==> config.mk <==
export PLATFORM = sky130hd
export DESIGN_NAME = mips_run_ctrl_flat
export DESIGN_NICKNAME = d
export VERILOG_FILES = /design/src/rtl/mips_run_ctrl_pkg.sv /design/src/rtl/mips_run_ctrl_if.sv /design/src/rtl/mips_halt_det.sv /design/src/rtl/mips_run_ctrl.sv /design/src/flat_wrapper.sv
export SDC_FILE = /design/constraint.sdc
export NUM_CORES = 1
export LEC_CHECK = 0
export BUFFER_PORTS_ARGS = -buffer_cell sky130_fd_sc_hd__buf_2
export CAP_MARGIN = 20
export CELL_PAD_IN_SITES_DETAIL_PLACEMENT = 1
export CELL_PAD_IN_SITES_GLOBAL_PLACEMENT = 1
export CORE_ASPECT_RATIO = 1.25
export CORE_MARGIN = 1.5
export CORE_UTILIZATION = 41
export CTS_CLUSTER_DIAMETER = 200
export DETAILED_ROUTE_END_ITERATION = 8
export PLACE_DENSITY_LB_ADDON = 0.25
export SLEW_MARGIN = 20
export SYNTH_ARGS = -nofsm -noshare
export SYNTH_HDL_FRONTEND = slang
export SYNTH_SLANG_ARGS = --single-unit
==> constraint.sdc <==
create_clock -name i_clk -period 3.4 [get_ports i_clk]
set_input_delay 0.68 -clock i_clk [delete_from_list [all_inputs] [get_ports i_clk]]
set_output_delay 0.68 -clock i_clk [all_outputs]
set_load 0.005 [all_outputs]
==> src/rtl/mips_run_ctrl_pkg.sv <==
// ----------------------------------------------------------------------------
// mips_run_ctrl_pkg
//   Shared definitions for the MIPS simulation run controller.
//   Contents:
//     ST_*           run-controller state codes (HOLD / RUN / DONE)
//     CAUSE_*        done_cause encodings
//     HALT_INSTR_DEF default halt encoding (beq $0,$0,-1)
//     pick_cause     priority encoder halt > stall > timeout
// ----------------------------------------------------------------------------
package mips_run_ctrl_pkg;

    localparam logic [1:0] ST_HOLD = 2'd0;
    localparam logic [1:0] ST_RUN  = 2'd1;
    localparam logic [1:0] ST_DONE = 2'd2;

    localparam logic [1:0] CAUSE_NONE    = 2'd0;
    localparam logic [1:0] CAUSE_HALT    = 2'd1;
    localparam logic [1:0] CAUSE_STALL   = 2'd2;
    localparam logic [1:0] CAUSE_TIMEOUT = 2'd3;

    localparam logic [31:0] HALT_INSTR_DEF = 32'h1000_ffff;

    // Highest-priority end-of-run cause among those firing this cycle.
    function automatic logic [1:0] pick_cause(input logic halt,
                                              input logic stall,
                                              input logic timeout);
        logic [1:0] cause;
        cause = CAUSE_NONE;
        if (halt)
            cause = CAUSE_HALT;
        else if (stall)
            cause = CAUSE_STALL;
        else if (timeout)
            cause = CAUSE_TIMEOUT;
        return cause;
    endfunction

endpackage

==> src/rtl/mips_run_ctrl_if.sv <==
// ----------------------------------------------------------------------------
// mips_run_ctrl_if
//   Bundle between the run controller and the core/bench side.
//   Core -> controller : pc[31:0], instr[31:0], reg_we, reg_addr[4:0]
//   Controller -> core : cpu_reset, running, done, done_cause[1:0],
//                        cycle_cnt[CNT_W-1:0], wb_cnt[CNT_W-1:0]
//   Modports:
//     master - the run controller
//     slave  - the core / bench side
// ----------------------------------------------------------------------------
interface mips_run_ctrl_if #(
    parameter int CNT_W = 32
);

    logic [31:0]      pc;
    logic [31:0]      instr;
    logic             reg_we;
    logic [4:0]       reg_addr;
    logic             cpu_reset;
    logic             running;
    logic             done;
    logic [1:0]       done_cause;
    logic [CNT_W-1:0] cycle_cnt;
    logic [CNT_W-1:0] wb_cnt;

    modport master (
        input  pc, instr, reg_we, reg_addr,
        output cpu_reset, running, done, done_cause, cycle_cnt, wb_cnt
    );

    modport slave (
        output pc, instr, reg_we, reg_addr,
        input  cpu_reset, running, done, done_cause, cycle_cnt, wb_cnt
    );

endinterface

==> src/rtl/mips_halt_det.sv <==
// ----------------------------------------------------------------------------
// mips_halt_det
//   End-of-program detector: halt-instruction compare and repeated-PC stall
//   tracking. Hit outputs are combinational so the controller can act on the
//   same edge the condition is seen.
//   Ports:
//     i_clk, i_reset  clock, synchronous active-high reset
//     i_en            core is in RUN; tracking state advances only then
//     i_pc, i_instr   current PC and fetched instruction
//     o_halt_hit      instr matches HALT_INSTR (qualified by i_en)
//     o_stall_hit     PC repeated for STALL_LIMIT consecutive cycles
// ----------------------------------------------------------------------------
module mips_halt_det
    import mips_run_ctrl_pkg::*;
#(
    parameter int          STALL_LIMIT = 2,
    parameter logic [31:0] HALT_INSTR  = HALT_INSTR_DEF
) (
    input  logic        i_clk,
    input  logic        i_reset,
    input  logic        i_en,
    input  logic [31:0] i_pc,
    input  logic [31:0] i_instr,
    output logic        o_halt_hit,
    output logic        o_stall_hit
);

    logic [31:0] r_last_pc;
    logic        r_pc_valid;
    logic [31:0] r_stall_cnt;

    logic        w_same_pc;
    logic [31:0] w_stall_nxt;

    // The first RUN cycle has no previous PC, so pc_valid gates the compare.
    always_comb begin
        w_same_pc   = r_pc_valid && (i_pc == r_last_pc);
        w_stall_nxt = w_same_pc ? (r_stall_cnt + 32'd1) : '0;
        o_halt_hit  = i_en && (i_instr == HALT_INSTR);
        o_stall_hit = i_en && w_same_pc && (w_stall_nxt == 32'(STALL_LIMIT));
    end

    always_ff @(posedge i_clk) begin
        if (i_reset) begin
            r_last_pc   <= '0;
            r_pc_valid  <= 1'b0;
            r_stall_cnt <= '0;
        end else if (i_en) begin
            r_last_pc   <= i_pc;
            r_pc_valid  <= 1'b1;
            r_stall_cnt <= w_stall_nxt;
        end
    end

endmodule

==> src/rtl/mips_run_ctrl.sv <==
// ----------------------------------------------------------------------------
// mips_run_ctrl
//   Simulation run controller for the MIPS core bench. Stretches the bench
//   reset into a RST_HOLD-cycle core reset, counts RUN cycles and GRF
//   writebacks, and ends the run on halt instruction, PC stall or timeout.
//   Ports:
//     i_clk    core clock
//     i_reset  synchronous active-high bench reset
//     io_bus   mips_run_ctrl_if.master
//                in : pc, instr, reg_we, reg_addr
//                out: cpu_reset, running, done, done_cause, cycle_cnt, wb_cnt
//   All outputs are registered.
// ----------------------------------------------------------------------------
module mips_run_ctrl
    import mips_run_ctrl_pkg::*;
#(
    parameter int          RST_HOLD    = 4,
    parameter int          MAX_CYCLES  = 10000,
    parameter int          STALL_LIMIT = 2,
    parameter logic [31:0] HALT_INSTR  = HALT_INSTR_DEF,
    parameter int          CNT_W       = 32
) (
    input  logic            i_clk,
    input  logic            i_reset,
    mips_run_ctrl_if.master io_bus
);

    localparam int HOLD_W = (RST_HOLD > 1) ? $clog2(RST_HOLD) : 1;

    logic [1:0]        r_state;
    logic [HOLD_W-1:0] r_hold_cnt;
    logic              r_cpu_reset;
    logic              r_running;
    logic              r_done;
    logic [1:0]        r_done_cause;
    logic [CNT_W-1:0]  r_cycle_cnt;
    logic [CNT_W-1:0]  r_wb_cnt;

    logic              w_in_run;
    logic              w_halt_hit;
    logic              w_stall_hit;
    logic              w_timeout;
    logic              w_wb_inc;
    logic [1:0]        w_cause;

    mips_halt_det #(
        .STALL_LIMIT (STALL_LIMIT),
        .HALT_INSTR  (HALT_INSTR)
    ) u_halt_det (
        .i_clk       (i_clk),
        .i_reset     (i_reset),
        .i_en        (w_in_run),
        .i_pc        (io_bus.pc),
        .i_instr     (io_bus.instr),
        .o_halt_hit  (w_halt_hit),
        .o_stall_hit (w_stall_hit)
    );

    // Timeout is seen one count early so cycle_cnt lands on MAX_CYCLES.
    always_comb begin
        w_in_run  = (r_state == ST_RUN);
        w_timeout = w_in_run && (r_cycle_cnt == CNT_W'(MAX_CYCLES - 1));
        w_wb_inc  = w_in_run && io_bus.reg_we && (io_bus.reg_addr != 5'd0);
        w_cause   = pick_cause(w_halt_hit, w_stall_hit, w_timeout);
    end

    always_ff @(posedge i_clk) begin
        if (i_reset) begin
            r_state      <= ST_HOLD;
            r_hold_cnt   <= '0;
            r_cpu_reset  <= 1'b1;
            r_running    <= 1'b0;
            r_done       <= 1'b0;
            r_done_cause <= CAUSE_NONE;
            r_cycle_cnt  <= '0;
            r_wb_cnt     <= '0;
        end else begin
            case (r_state)
                ST_HOLD: begin
                    if (r_hold_cnt == HOLD_W'(RST_HOLD - 1)) begin
                        r_state     <= ST_RUN;
                        r_cpu_reset <= 1'b0;
                        r_running   <= 1'b1;
                    end else begin
                        r_hold_cnt <= r_hold_cnt + HOLD_W'(1);
                    end
                end
                ST_RUN: begin
                    // The detecting cycle still contributes its own counts.
                    r_cycle_cnt <= r_cycle_cnt + CNT_W'(1);
                    if (w_wb_inc)
                        r_wb_cnt <= r_wb_cnt + CNT_W'(1);
                    if (w_cause != CAUSE_NONE) begin
                        r_state      <= ST_DONE;
                        r_done       <= 1'b1;
                        r_running    <= 1'b0;
                        r_cpu_reset  <= 1'b1;
                        r_done_cause <= w_cause;
                    end
                end
                ST_DONE: begin
                    r_state <= ST_DONE;
                end
                default: begin
                    r_state <= ST_HOLD;
                end
            endcase
        end
    end

    assign io_bus.cpu_reset  = r_cpu_reset;
    assign io_bus.running    = r_running;
    assign io_bus.done       = r_done;
    assign io_bus.done_cause = r_done_cause;
    assign io_bus.cycle_cnt  = r_cycle_cnt;
    assign io_bus.wb_cnt     = r_wb_cnt;

endmodule

==> src/flat_wrapper.sv <==
// flat-port wrapper written by rule: the top's interface ports become plain ports
module mips_run_ctrl_flat import mips_run_ctrl_pkg::*;
#(
    parameter int          RST_HOLD    = 4,
    parameter int          MAX_CYCLES  = 10000,
    parameter int          STALL_LIMIT = 2,
    parameter logic [31:0] HALT_INSTR  = HALT_INSTR_DEF,
    parameter int          CNT_W       = 32
)
  (i_clk, i_reset, io_bus_pc, io_bus_instr, io_bus_reg_we, io_bus_reg_addr, io_bus_cpu_reset, io_bus_running, io_bus_done, io_bus_done_cause, io_bus_cycle_cnt, io_bus_wb_cnt);
  mips_run_ctrl_if #(.CNT_W(CNT_W)) io_bus_i ();
  input  logic i_clk;
  input  logic i_reset;
  input wire logic [$bits(io_bus_i.pc)-1:0] io_bus_pc;
  input wire logic [$bits(io_bus_i.instr)-1:0] io_bus_instr;
  input wire logic [$bits(io_bus_i.reg_we)-1:0] io_bus_reg_we;
  input wire logic [$bits(io_bus_i.reg_addr)-1:0] io_bus_reg_addr;
  output wire logic [$bits(io_bus_i.cpu_reset)-1:0] io_bus_cpu_reset;
  output wire logic [$bits(io_bus_i.running)-1:0] io_bus_running;
  output wire logic [$bits(io_bus_i.done)-1:0] io_bus_done;
  output wire logic [$bits(io_bus_i.done_cause)-1:0] io_bus_done_cause;
  output wire logic [$bits(io_bus_i.cycle_cnt)-1:0] io_bus_cycle_cnt;
  output wire logic [$bits(io_bus_i.wb_cnt)-1:0] io_bus_wb_cnt;
  assign io_bus_i.pc = io_bus_pc;
  assign io_bus_i.instr = io_bus_instr;
  assign io_bus_i.reg_we = io_bus_reg_we;
  assign io_bus_i.reg_addr = io_bus_reg_addr;
  assign io_bus_cpu_reset = io_bus_i.cpu_reset;
  assign io_bus_running = io_bus_i.running;
  assign io_bus_done = io_bus_i.done;
  assign io_bus_done_cause = io_bus_i.done_cause;
  assign io_bus_cycle_cnt = io_bus_i.cycle_cnt;
  assign io_bus_wb_cnt = io_bus_i.wb_cnt;
  mips_run_ctrl #(.RST_HOLD(RST_HOLD), .MAX_CYCLES(MAX_CYCLES), .STALL_LIMIT(STALL_LIMIT), .HALT_INSTR(HALT_INSTR), .CNT_W(CNT_W)) u_core (.i_clk(i_clk), .i_reset(i_reset), .io_bus(io_bus_i));
endmodule
==> results of run 1 <==
cells in the mapped netlist (5+ instances only):
cell / count / area share
sky130_fd_sc_hd__buf_2: 7 / 0.0049
sky130_fd_sc_hd__buf_4: 6 / 0.0063
sky130_fd_sc_hd__xnor2_1: 56 / 0.069
sky130_fd_sc_hd__nor3_1: 23 / 0.016
sky130_fd_sc_hd__ha_1: 7 / 0.012
sky130_fd_sc_hd__nand4_1: 38 / 0.033
sky130_fd_sc_hd__a21oi_1: 42 / 0.029
sky130_fd_sc_hd__nor4_1: 17 / 0.015
sky130_fd_sc_hd__a41o_1: 6 / 0.0084
sky130_fd_sc_hd__xor2_1: 47 / 0.058
sky130_fd_sc_hd__and4_1: 13 / 0.016
sky130_fd_sc_hd__nand2_1: 58 / 0.030
sky130_fd_sc_hd__mux2i_1: 37 / 0.052
sky130_fd_sc_hd__nand3b_1: 5 / 0.0052
sky130_fd_sc_hd__nand2b_1: 5 / 0.0044
sky130_fd_sc_hd__nor2_1: 145 / 0.076
sky130_fd_sc_hd__nand3_1: 37 / 0.026
sky130_fd_sc_hd__dfxtp_1: 138 / 0.39
sky130_fd_sc_hd__or4_1: 5 / 0.0052
sky130_fd_sc_hd__o21ai_0: 28 / 0.020
sky130_fd_sc_hd__and3_1: 15 / 0.013
sky130_fd_sc_hd__inv_1: 16 / 0.0084
sky130_fd_sc_hd__or3_1: 12 / 0.010
sky130_fd_sc_hd__clkbuf_1: 34 / 0.018
worst max-delay path: stages, from the launching register on:
cell                        delay (ps)
sky130_fd_sc_hd__dfxtp_1           370
sky130_fd_sc_hd__ha_1              290
sky130_fd_sc_hd__and4_1            320
sky130_fd_sc_hd__a2111oi_0         550
sky130_fd_sc_hd__o211ai_1          130
sky130_fd_sc_hd__nor4_1            410
sky130_fd_sc_hd__nand4_2           260
sky130_fd_sc_hd__a41oi_2           320
sky130_fd_sc_hd__mux2i_1           200
stage by stage:
stage	setup slack [ps]	cells	power, mW	util
2_1_floorplan	710	857	2.27	-
3_3_place_gp	514	1181	2.44	0.472
3_5_place_dp	447	1181	2.47	0.472
4_1_cts	473	1212	4.32	0.505
5_1_grt	277	1212	4.46	0.505
6_report	469	1212	4.27	0.505
cells by family (layout without fill, tap and decap cells):
kind of cell,after synthesis,in the layout
buffers and inverters,67,202
adders and majority gates,7,7
muxes,37,37
DFF,138,138
AOI/OAI and AO/OA,102,102
and+or+nand+nor,403,403
xor gates and xnor gates,103,103
layer usage:
layer  routed length, um  global-route usage  up-vias  part of all wire
met5                   0                   0        -                 0
met4                 251              0.0600        0             0.013
met3                 825              0.0564       20             0.042
met2                9900               0.403      138              0.50
met1                8630               0.266     3150              0.44
li1                    -                   -     3260                 -
worst paths after layout:
| check | slack, ps | to | depth (start not counted) |
|---|---|---|---|
| min reg2reg | 480 | u_core.u_halt_det.r_pc_valid | 2 |
| max | 470 | u_core.r_state[1] | 8 |
| max reg2reg | 470 | u_core.r_state[1] | 8 |
| min | 480 | u_core.u_halt_det.r_pc_valid | 2 |
final cells by class:
cell class | count | area share
Clock buffer | 19 | 0.0505
Clock inverter | 12 | 0.0166
Inverter | 17 | 0.00744
Multi-Input combinational cell | 652 | 0.477
Sequential cell | 138 | 0.322
Tap cell | 220 | 0.0321
Timing Repair Buffer | 154 | 0.0942
where the power goes:
group	internal (mW)	leakage (nW)	switching, mW
Clock	1.09	0.272	0.749
Sequential	1.73	1.11	0.0840
Combinational	0.289	1.87	0.321
Total	3.11	3.26	1.15
sequential cells by signal, summed over array words and instances (netlist names):
signal and cells:
u_core.io_bus.done 1, u_core.io_bus.cpu_reset 1, u_core.u_halt_det.r_pc_valid 1, u_core.r_state 2, u_core.r_hold_cnt 2, u_core.io_bus.running 1
u_core.io_bus.wb_cnt 32, u_core.u_halt_det.r_stall_cnt 32, u_core.io_bus.cycle_cnt 32, u_core.u_halt_det.r_last_pc 32, u_core.io_bus.done_cause 2
cells in the final DEF, fill, tap and decap left out, types with 23 or more instances in the layout:
| cell | Yosys | routed |
|---|---|---|
| sky130_fd_sc_hd__a21oi_1 | 42 | 42 |
| sky130_fd_sc_hd__buf_2 | 7 | 139 |
| sky130_fd_sc_hd__dfxtp_1 | 138 | 138 |
| sky130_fd_sc_hd__nor3_1 | 23 | 23 |
| sky130_fd_sc_hd__nand2_1 | 58 | 58 |
| sky130_fd_sc_hd__o21ai_0 | 28 | 28 |
| sky130_fd_sc_hd__xnor2_1 | 56 | 56 |
| sky130_fd_sc_hd__nand4_1 | 38 | 38 |
| sky130_fd_sc_hd__nor2_1 | 145 | 145 |
| sky130_fd_sc_hd__mux2i_1 | 37 | 37 |
| sky130_fd_sc_hd__nand3_1 | 37 | 37 |
| sky130_fd_sc_hd__xor2_1 | 47 | 47 |
==> Flow_metrics.wiki, run 1 <==
{| class="wikitable"
! Metric !! Value
|-
| Status || finished, final reports clean
|-
| Residual DRC count || 0
|-
| Number of primary I/O pins || 141
|-
| Clock tree from TritonCTS || built
|-
| Synth Area in Simple Gates || 0.294
|-
| Post-CTS Setup Repair Bufs || 0
|-
| Initial core utilization || 0.421
|-
| DR vias || 6568
|-
| Final setup violation count || 0
|-
| Fill cell instance count of the final layout || 2105
|-
| Total congestion overflow || 0
|-
| Number of clock sinks || 138
|-
| Buffer levels on the longest clock path || 2
|-
| Pre-antenna DRT Iters || 4
|-
| Routed wirelength normalized by instance count || 16.2 um
|-
| Critical path data arrival time || 3290 ps
|-
| Mapped cell area || 0.00715 mm^2
|-
| Final Slew Violations || 0
|-
| Maximum number of pins on one net before global-route repair || 53
|-
| Final worst path period need || 2930 ps
|-
| Routed via count divided by cell count || 5.42
|-
| Register area || 0.00276 mm^2
|-
| Final worst-path cycle share || 0.862
|-
| Synthesized area divided by synthesized cell count || 8.35 um^2
|-
| Critical path startpoint category || flip-flop
|-
| Adder-Cell Fraction of Synth Area || 0.0122
|-
| Area used by multi-input combinational logic || 0.00410 mm^2
|-
| Worst skew pair latency || 430 ps
|-
| Total clock buffers created by CTS || 17
|-
| Clock tree root buffer cell || sky130_fd_sc_hd__clkbuf_16
|-
| Global placer's final weighted congestion || 0.815
|-
| Num rows || 53
|-
| Floorplan die area || 0.0183 mm^2
|-
| Fraction of layout instances using a drive strength above 1 || 0.204
|-
| Sum of routed wire length over all layers || 19.6 mm
|-
| XOR/XNOR share of the synthesized area || 0.126
|-
| Mux share of post-synthesis cell area || 0.0518
|-
| Post-Place Cell Area || 0.00801 mm^2
|-
| Count of hold buffers inserted by post-cts repair || 0
|-
| Highest net fanout along the worst path || 7
|-
| Leakage || 3.26 nW
|-
| Vertical die dimension || 151 um
|-
| Startpoint of the worst register-to-register path || u_core.u_halt_det.r_stall_cnt[1]
|-
| Clock transition at path regs || 60 ps
|-
| Inserted Diodes || 0
|-
| Remaining number of nets flagged by the antenna check after routing || 0
|-
| Data required time of the critical path || 3750 ps
|-
| Initial antenna violation count || 0
|-
| Combinational family with the most area after synthesis || simple AND/OR/NAND/NOR gates
|-
| Count of flip-flops with a built-in enable after synthesis || 0
|-
| GRT Overall Usage || 0.225
|-
| Number of synthesized register bits || 138
|-
| Hold Vio Cnt, Final || 0
|-
| Most common flop cell mapped by yosys || sky130_fd_sc_hd__dfxtp_1
|-
| Kind of capture point of the worst setup path || flip-flop
|-
| Layout area overhead || 20.0%
|-
| Max-slew headroom || 0.620
|-
| Synthesized netlist net count || 936
|-
| Post-route clock skew || 10.2 ps
|-
| Origin of the worst min-delay path || u_core.u_halt_det.r_pc_valid
|-
| Placeable core region || 0.0170 mm^2
|-
| Worst Tran Pin Value || 566 ps
|-
| Netlist cell types || 62
|-
| Largest voltage drop on the vdd net || 0.335 mV
|-
| MaxCap Viol Count || 0
|-
| Worst setup path startpoint || u_core.u_halt_det.r_stall_cnt[1]
|-
| Final nets || 1059
|-
| Compound-cell area share of the yosys netlist || 0.0882
|-
| Ratio of total power to cell area || 497 mW/mm^2
|-
| Classification of the worst setup path || flip-flop to flip-flop
|-
| YS warnings || 0
|-
| Kind of path behind the tightest hold check || flip-flop to flip-flop
|-
| Cell area after layout || 0.00858 mm^2
|-
| Post-DP HPWL || 13.9 mm
|-
| Async S/R FF share, synth || 0
|-
| Post-route setup TNS || 0 ps
|-
| Cells after Synth || 857
|-
| Buffers on Ports || 140
|-
| Share of the yosys chip area belonging to registers || 0.386
|-
| Initial detailed-routing violation count || 267
|-
| Highest clock frequency the design can meet || 0.341 GHz
|-
| Vias in the first global route || 6739
|-
| Setup repair after global routing missed its margin || false
|-
| Die W || 121 um
|-
| Wire length of the first global-routing pass || 32.9 mm
|-
| Post-Route Hold Slack || 482 ps
|-
| CTS HTree Levels || 4
|-
| Cells resized by post-CTS repair || 0
|}
No activity file was read; power rests on OpenSTA's default activity.
==> run 2: changes to the inputs <==
Settings changed: CORE_UTILIZATION 41 to 35.
==> Flow_metrics.wiki, run 2 (synthesis gave the netlist of run 1 again) <==
{| class="wikitable"
! Metric !! Value
|-
| Buffer levels on the longest clock path || 2 (unchanged)
|-
| Vertical die dimension || 163 um (+8.1%)
|-
| Leakage || 3.31 nW (+1.7%)
|-
| Remaining number of nets flagged by the antenna check after routing || 0 (unchanged)
|-
| Hold Vio Cnt, Final || 0 (unchanged)
|-
| Clock transition at path regs || 60 ps (about the same)
|-
| Worst Tran Pin Value || 635 ps (+69.7 ps)
|-
| Pre-antenna DRT Iters || 4 (unchanged)
|-
| Initial detailed-routing violation count || 193 (-28%)
|-
| Buffers on Ports || 140 (unchanged)
|-
| Layout area overhead || 22.3%
|-
| Initial core utilization || 0.356 (-0.0655)
|-
| Post-route setup TNS || 0 ps (unchanged)
|-
| Die W || 131 um (+8.0%)
|-
| Most common cell after layout, fill and taps aside || sky130_fd_sc_hd__nor2_1
|-
| Classification of the worst setup path || flip-flop to flip-flop
|-
| Global placer's final weighted congestion || 0.787 (-3.5%)
|-
| Fraction of layout instances using a drive strength above 1 || 0.205 (+0.00160)
|-
| DR vias || 6570 (+0.030%)
|-
| Vias in the first global route || 6626 (-1.7%)
|-
| Cells resized by post-CTS repair || 0 (unchanged)
|-
| Number of primary I/O pins || 141 (unchanged)
|-
| Num rows || 58 (+9.4%)
|-
| GR Util met2 || 0.341 (-0.0622)
|-
| MaxCap Viol Count || 0 (unchanged)
|-
| End point of the worst hold path || u_core.u_halt_det.r_pc_valid
|-
| Final worst path period need || 2960 ps (+29.2 ps)
|-
| Clock tree from TritonCTS || built
|-
| Startpoint of the worst register-to-register path || u_core.u_halt_det.r_stall_cnt[3]
|-
| Post-DP HPWL || 14.1 mm (+0.94%)
|-
| Fin util || 0.435 (-0.0703)
|-
| Highest clock frequency the design can meet || 0.338 GHz (-0.99%)
|-
| Maximum number of pins on one net before global-route repair || 60 (+13%)
|-
| Data required time of the critical path || 3750 ps (about the same)
|-
| Total congestion overflow || 0 (unchanged)
|-
| Number of clock sinks || 138 (unchanged)
|-
| Setup repair after global routing missed its margin || false
|-
| Critical path data arrival time || 3310 ps (+20 ps)
|-
| Ratio of total power to cell area || 523 mW/mm^2 (+5.2%)
|-
| Floorplan die area || 0.0213 mm^2 (+17%)
|-
| Status || finished, final reports clean
|-
| Fill cell instance count of the final layout || 2453 (+17%)
|-
| Residual DRC count || 0 (unchanged)
|-
| Count of hold buffers inserted by post-cts repair || 0 (unchanged)
|-
| Routed via count divided by cell count || 5.20 (-4.1%)
|-
| Final Slew Violations || 0 (unchanged)
|-
| Final setup violation count || 0 (unchanged)
|-
| Largest voltage drop on the vdd net || 0.305 mV (-9.0%)
|-
| Routed wirelength normalized by instance count || 15.6 um (-3.5%)
|-
| Inserted Diodes || 0 (unchanged)
|-
| Final worst-path cycle share || 0.871 (+0.00858)
|-
| GRT Overall Usage || 0.195 (-0.0293)
|-
| Worst skew pair latency || 420 ps (about the same)
|-
| Clock tree root buffer cell || sky130_fd_sc_hd__clkbuf_16
|-
| Sum of routed wire length over all layers || 19.7 mm (+0.65%)
|-
| CTS HTree Levels || 4 (unchanged)
|-
| Max-slew headroom || 0.573 (-0.0469)
|-
| Kind of capture point of the worst setup path || flip-flop
|-
| Critical path startpoint category || flip-flop
|-
| Wire length of the first global-routing pass || 33.0 mm (+0.32%)
|-
| Post-CTS Setup Repair Bufs || 0 (unchanged)
|-
| Initial antenna violation count || 0 (unchanged)
|-
| Worst r2r dst || u_core.r_state[1]
|-
| Final nets || 1060 (+0.094%)
|-
| Placeable core region || 0.0201 mm^2 (+18%)
|-
| Highest net fanout along the worst path || 12 (+5)
|-
| Kind of path behind the tightest hold check || flip-flop to flip-flop
|-
| Most used cells in the layout excluding fill and tap cells || sky130_fd_sc_hd__nor2_1, sky130_fd_sc_hd__buf_2, sky130_fd_sc_hd__dfxtp_1
|-
| GRT Max-Usage Layer || met2
|-
| Depth of the most critical reg-to-reg path || 8 (unchanged)
|-
| Met3 Usage GRT || 0.0414 (-0.0150)
|-
| Total clock buffers created by CTS || 17 (unchanged)
|-
| Met1 Track Usage GR || 0.234 (-0.0318)
|-
| Post-route clock skew || 9.07 ps (-1.11 ps)
|-
| Origin of the worst min-delay path || u_core.u_halt_det.r_pc_valid
|-
| Worst hold path depth || 2 (unchanged)
|-
| Worst reg-to-reg setup slack || 440 ps (-30 ps)
|}
-- run 2: final cells by class --
type | instances | area [um^2] | area share
multi-input cells | 652 | 4100 | 0.468
clock inverters | 13 | 239 | 0.0273
clock buffers | 19 | 433 | 0.0495
inverters | 17 | 63.8 | 0.00730
well taps | 270 | 338 | 0.0386
repair buffers | 155 | 816 | 0.0933
flip-flops and latches | 138 | 2760 | 0.316
-- run 2: critical path, stage by stage, from the launching register on --
cell and delay (ps):
sky130_fd_sc_hd__dfxtp_1 500, sky130_fd_sc_hd__and4_1 460, sky130_fd_sc_hd__nand4_4 260, sky130_fd_sc_hd__nor4_1 410, sky130_fd_sc_hd__o22ai_1 130, sky130_fd_sc_hd__nor4_2 340, sky130_fd_sc_hd__nand4_2 260, sky130_fd_sc_hd__a41oi_2 310
sky130_fd_sc_hd__mux2i_1 210
-- run 2: worst max-delay path by stage --
stage,start,endpoint,slack [ps]
CTS,u_core.u_halt_det.r_stall_cnt[3],u_core.r_state[1],420
finish,u_core.u_halt_det.r_stall_cnt[3],u_core.r_state[1],440
detailed placement,io_bus_pc[1],u_core.r_state[0],410
global route,u_core.u_halt_det.r_stall_cnt[0],u_core.r_state[1],160
floorplan,io_bus_pc[29],u_core.r_state[0],710
global placement,io_bus_pc[1],u_core.r_state[1],500
-- run 2: metal layers --
| layer | vias up | share of wire |
|---|---|---|
| met2 | 125 | 0.51 |
| met1 | 3176 | 0.44 |
| li1 | 3248 | - |
| met5 | - | 0 |
| met3 | 21 | 0.039 |
| met4 | 0 | 0.017 |
-- run 2: report_power, final --
group / internal, mW / switching, mW / total (mW)
clock: 1.39 / 0.761 / 2.15
combinational: 0.290 / 0.317 / 0.607
sequential: 1.73 / 0.0843 / 1.82
total: 3.41 / 1.16 / 4.58
-- run 2: through the flow --
stage               instance area (um^2)  power, mW  setup slack [ps]  cells  hold slack [ps]
finish                              8750       4.58               439   1264              481
global route                        8750       4.79               162   1264              496
CTS                                 8750       4.64               417   1264              482
detailed placement                  8080       2.46               413   1232              463
global placement                    8080       2.44               498   1232              448
floorplan                           7150       2.27               710    857              427
==> run 3: changes to the inputs <==
Settings changed: CORE_MARGIN 1.5 to 10, PLACE_DENSITY set to 0.71, PLACE_DENSITY_LB_ADDON 0.25 to not set.
Clock period 3.4 ns to 2.5 ns, I/O delays scaled along.
==> Flow_metrics.wiki, run 3 (synthesis gave the netlist of run 1 again) <==
{| class="wikitable"
! Metric !! Value
|-
| Status || finished, final reports clean
|-
| Total congestion overflow || 0 (unchanged)
|-
| Critical path startpoint category || flip-flop
|-
| Initial detailed-routing violation count || 226 (+17%)
|-
| Sw Pwr || 1.70 mW (+47%)
|-
| Sum of met2 wire segment lengths after detailed routing || 12.2 mm (+23%)
|-
| Worst Tran Pin Value || 627 ps (-8.64 ps)
|-
| CTS HTree Levels || 4 (unchanged)
|-
| Num rows || 58 (unchanged)
|-
| Logic pwr share || 0.147 (+0.014)
|-
| Final setup violation count || 0 (unchanged)
|-
| MaxCap Viol Count || 0 (unchanged)
|-
| Clock transition at path regs || 70 ps (about the same)
|-
| Fin util || 0.469 (+0.0340)
|-
| Floorplan die area || 0.0266 mm^2 (+25%)
|-
| WL met1 || 9.27 mm (+7.2%)
|-
| Setup repair after global routing missed its margin || true
|-
| Net switching fraction of the power || 0.289 (+0.0346)
|-
| Pre-antenna DRT Iters || 4 (unchanged)
|-
| Highest clock frequency the design can meet || 0.401 GHz (+19%)
|-
| Hold Vio Cnt, Final || 0 (unchanged)
|-
| Kind of path behind the tightest hold check || primary input to flip-flop
|-
| Remaining number of nets flagged by the antenna check after routing || 0 (unchanged)
|-
| Classification of the worst setup path || flip-flop to flip-flop
|-
| Leakage || 3.67 nW (+11%)
|-
| Instance count after placement with tap cells included || 1296 (+5.2%)
|-
| Clock tree root buffer cell || sky130_fd_sc_hd__clkbuf_16
|-
| Vertical die dimension || 180 um (+10%)
|-
| Final nets || 1126 (+6.2%)
|-
| Total length of routed met3 wires || 863 um (+12%)
|-
| Die W || 148 um (+13%)
|-
| DR vias || 6851 (+4.3%)
|-
| Total Power Consumption || 5.90 mW (+29%)
|-
| Number of clock sinks || 138 (unchanged)
|-
| Wire length of the first global-routing pass || 37.1 mm (+12%)
|-
| Max-slew headroom || 0.582 (+0.00928)
|-
| Relative contribution of sequential cells to total power || 0.419 (+0.021)
|-
| Final worst-path cycle share || 0.998 (+0.127)
|-
| Initial core utilization || 0.356 (unchanged)
|-
| Buffers on Ports || 140 (unchanged)
|-
| Residual DRC count || 0 (unchanged)
|-
| Most used cells in the layout excluding fill and tap cells || sky130_fd_sc_hd__nor2_1, sky130_fd_sc_hd__buf_2, sky130_fd_sc_hd__dfxtp_1
|-
| Worst setup path startpoint || u_core.u_halt_det.r_stall_cnt[11]
|-
| Kind of capture point of the worst setup path || flip-flop
|-
| Maximum number of pins on one net before global-route repair || 42 (-30%)
|-
| Largest voltage drop on the vdd net || 0.467 mV (+53%)
|-
| Internal || 4.20 mW (+23%)
|-
| Placeable core region || 0.0201 mm^2 (unchanged)
|-
| Worst skew pair latency || 430 ps (about the same)
|-
| Buffer levels on the longest clock path || 2 (unchanged)
|-
| Number of primary I/O pins || 141 (unchanged)
|-
| Top layer used by detailed routing || met4
|-
| Post-route clock skew || 13.9 ps (+4.80 ps)
|-
| Final Slew Violations || 0 (unchanged)
|-
| Routed via count divided by cell count || 5.15 (-0.97%)
|-
| Most common cell after layout, fill and taps aside || sky130_fd_sc_hd__nor2_1
|-
| Routed wirelength normalized by instance count || 17.2 um (+9.9%)
|-
| Origin of the worst min-delay path || io_bus_pc[27]
|-
| Layout area overhead || 31.9%
|-
| Fraction of layout instances using a drive strength above 1 || 0.295 (+0.0901)
|-
| Startpoint of the worst register-to-register path || u_core.u_halt_det.r_stall_cnt[11]
|-
| GRT Overall Usage || 0.168 (-0.0274)
|-
| Critical path data arrival time || 2830 ps (-480 ps)
|-
| Global placer's final weighted congestion || 0.875 (+11%)
|-
| Ratio of total power to cell area || 626 mW/mm^2 (+20%)
|-
| Post-Route Hold Slack || 334 ps (-146 ps)
|-
| Initial antenna violation count || 1 (+1)
|-
| Post-DP HPWL || 16.9 mm (+20%)
|-
| Total clock buffers created by CTS || 17 (unchanged)
|-
| Highest net fanout along the worst path || 9 (-3)
|-
| Sum of routed wire length over all layers || 22.8 mm (+16%)
|-
| Final worst path period need || 2490 ps (-467 ps)
|-
| Number of cells in the finished layout apart from fillers || 1331 (+5.3%)
|-
| Data required time of the critical path || 2840 ps (-910 ps)
|-
| Clock tree from TritonCTS || built
|-
| Power share of the clock group || 0.433 (-0.037)
|-
| Vias in the first global route || 7324 (+11%)
|}
run 3: power groups by stage:
stage                     clock network, mW  logic [mW]  registers [mW]
after CTS                              2.62       0.877            2.48
after detailed placement                  0       0.862            2.52
final                                  2.56       0.871            2.47
after global placement                    0       0.836            2.51
after global routing                   2.72       0.971            2.50
after floorplan                           0       0.594            2.50
run 3: layout make-up:
class,count,area [um^2]
diodes,1,2.50
clock buffers,17,425
clock inverters,15,176
fillers,2411,10700
inverters,17,63.8
multi-input cells,652,4280
flip-flops and latches,138,2790
well taps,270,338
repair buffers,221,1370
run 3: path summary, 6_finish.rpt:
path | to | slack [ps] | cells after the start
setup / recovery | u_core.r_state[1] | 6 | 10
setup reg to reg | u_core.r_state[1] | 6 | 10
hold reg to reg | u_core.u_halt_det.r_pc_valid | 480 | 2
hold / removal | u_core.u_halt_det.r_last_pc[27] | 330 | 3
run 3: layer usage:
layer | track usage | vias to the layer above
li1 | - | 3385
met1 | 0.182 | 3326
met2 | 0.311 | 110
met3 | 0.0399 | 30
met4 | 0.0544 | 0
met5 | 0 | -
run 3: metrics by stage:
step                      setup TNS [ps]  instance area (um^2)  setup WS, ps
after floorplan                        0                  7160          14.0
after global placement              -468                  8620          -105
after detailed placement            -934                  8620          -205
after CTS                          -6.12                  9280         -6.12
after global routing                -274                  9430          -128
final                                  0                  9430          6.13
run 3: worst max-delay path: stages (launching register included):
cell                        delay, ps
sky130_fd_sc_hd__dfxtp_1          360
sky130_fd_sc_hd__buf_4            170
sky130_fd_sc_hd__and4_4           250
sky130_fd_sc_hd__buf_4            120
sky130_fd_sc_hd__and2_1           140
sky130_fd_sc_hd__nand4_1          150
sky130_fd_sc_hd__o2bb2ai_2        180
sky130_fd_sc_hd__nor4_4           320
sky130_fd_sc_hd__nand4_2          170
sky130_fd_sc_hd__a41oi_2          300
sky130_fd_sc_hd__mux2i_1          250
run 3: timing repair:
action / CTS / global route
buffers inserted: 1 / 1
pin swaps: 6 / 11
gates cloned: 0 / 0
hold buffers: 0 / 0
endpoints found under the setup margin: 9 / 17
gates resized for setup: 16 / 37
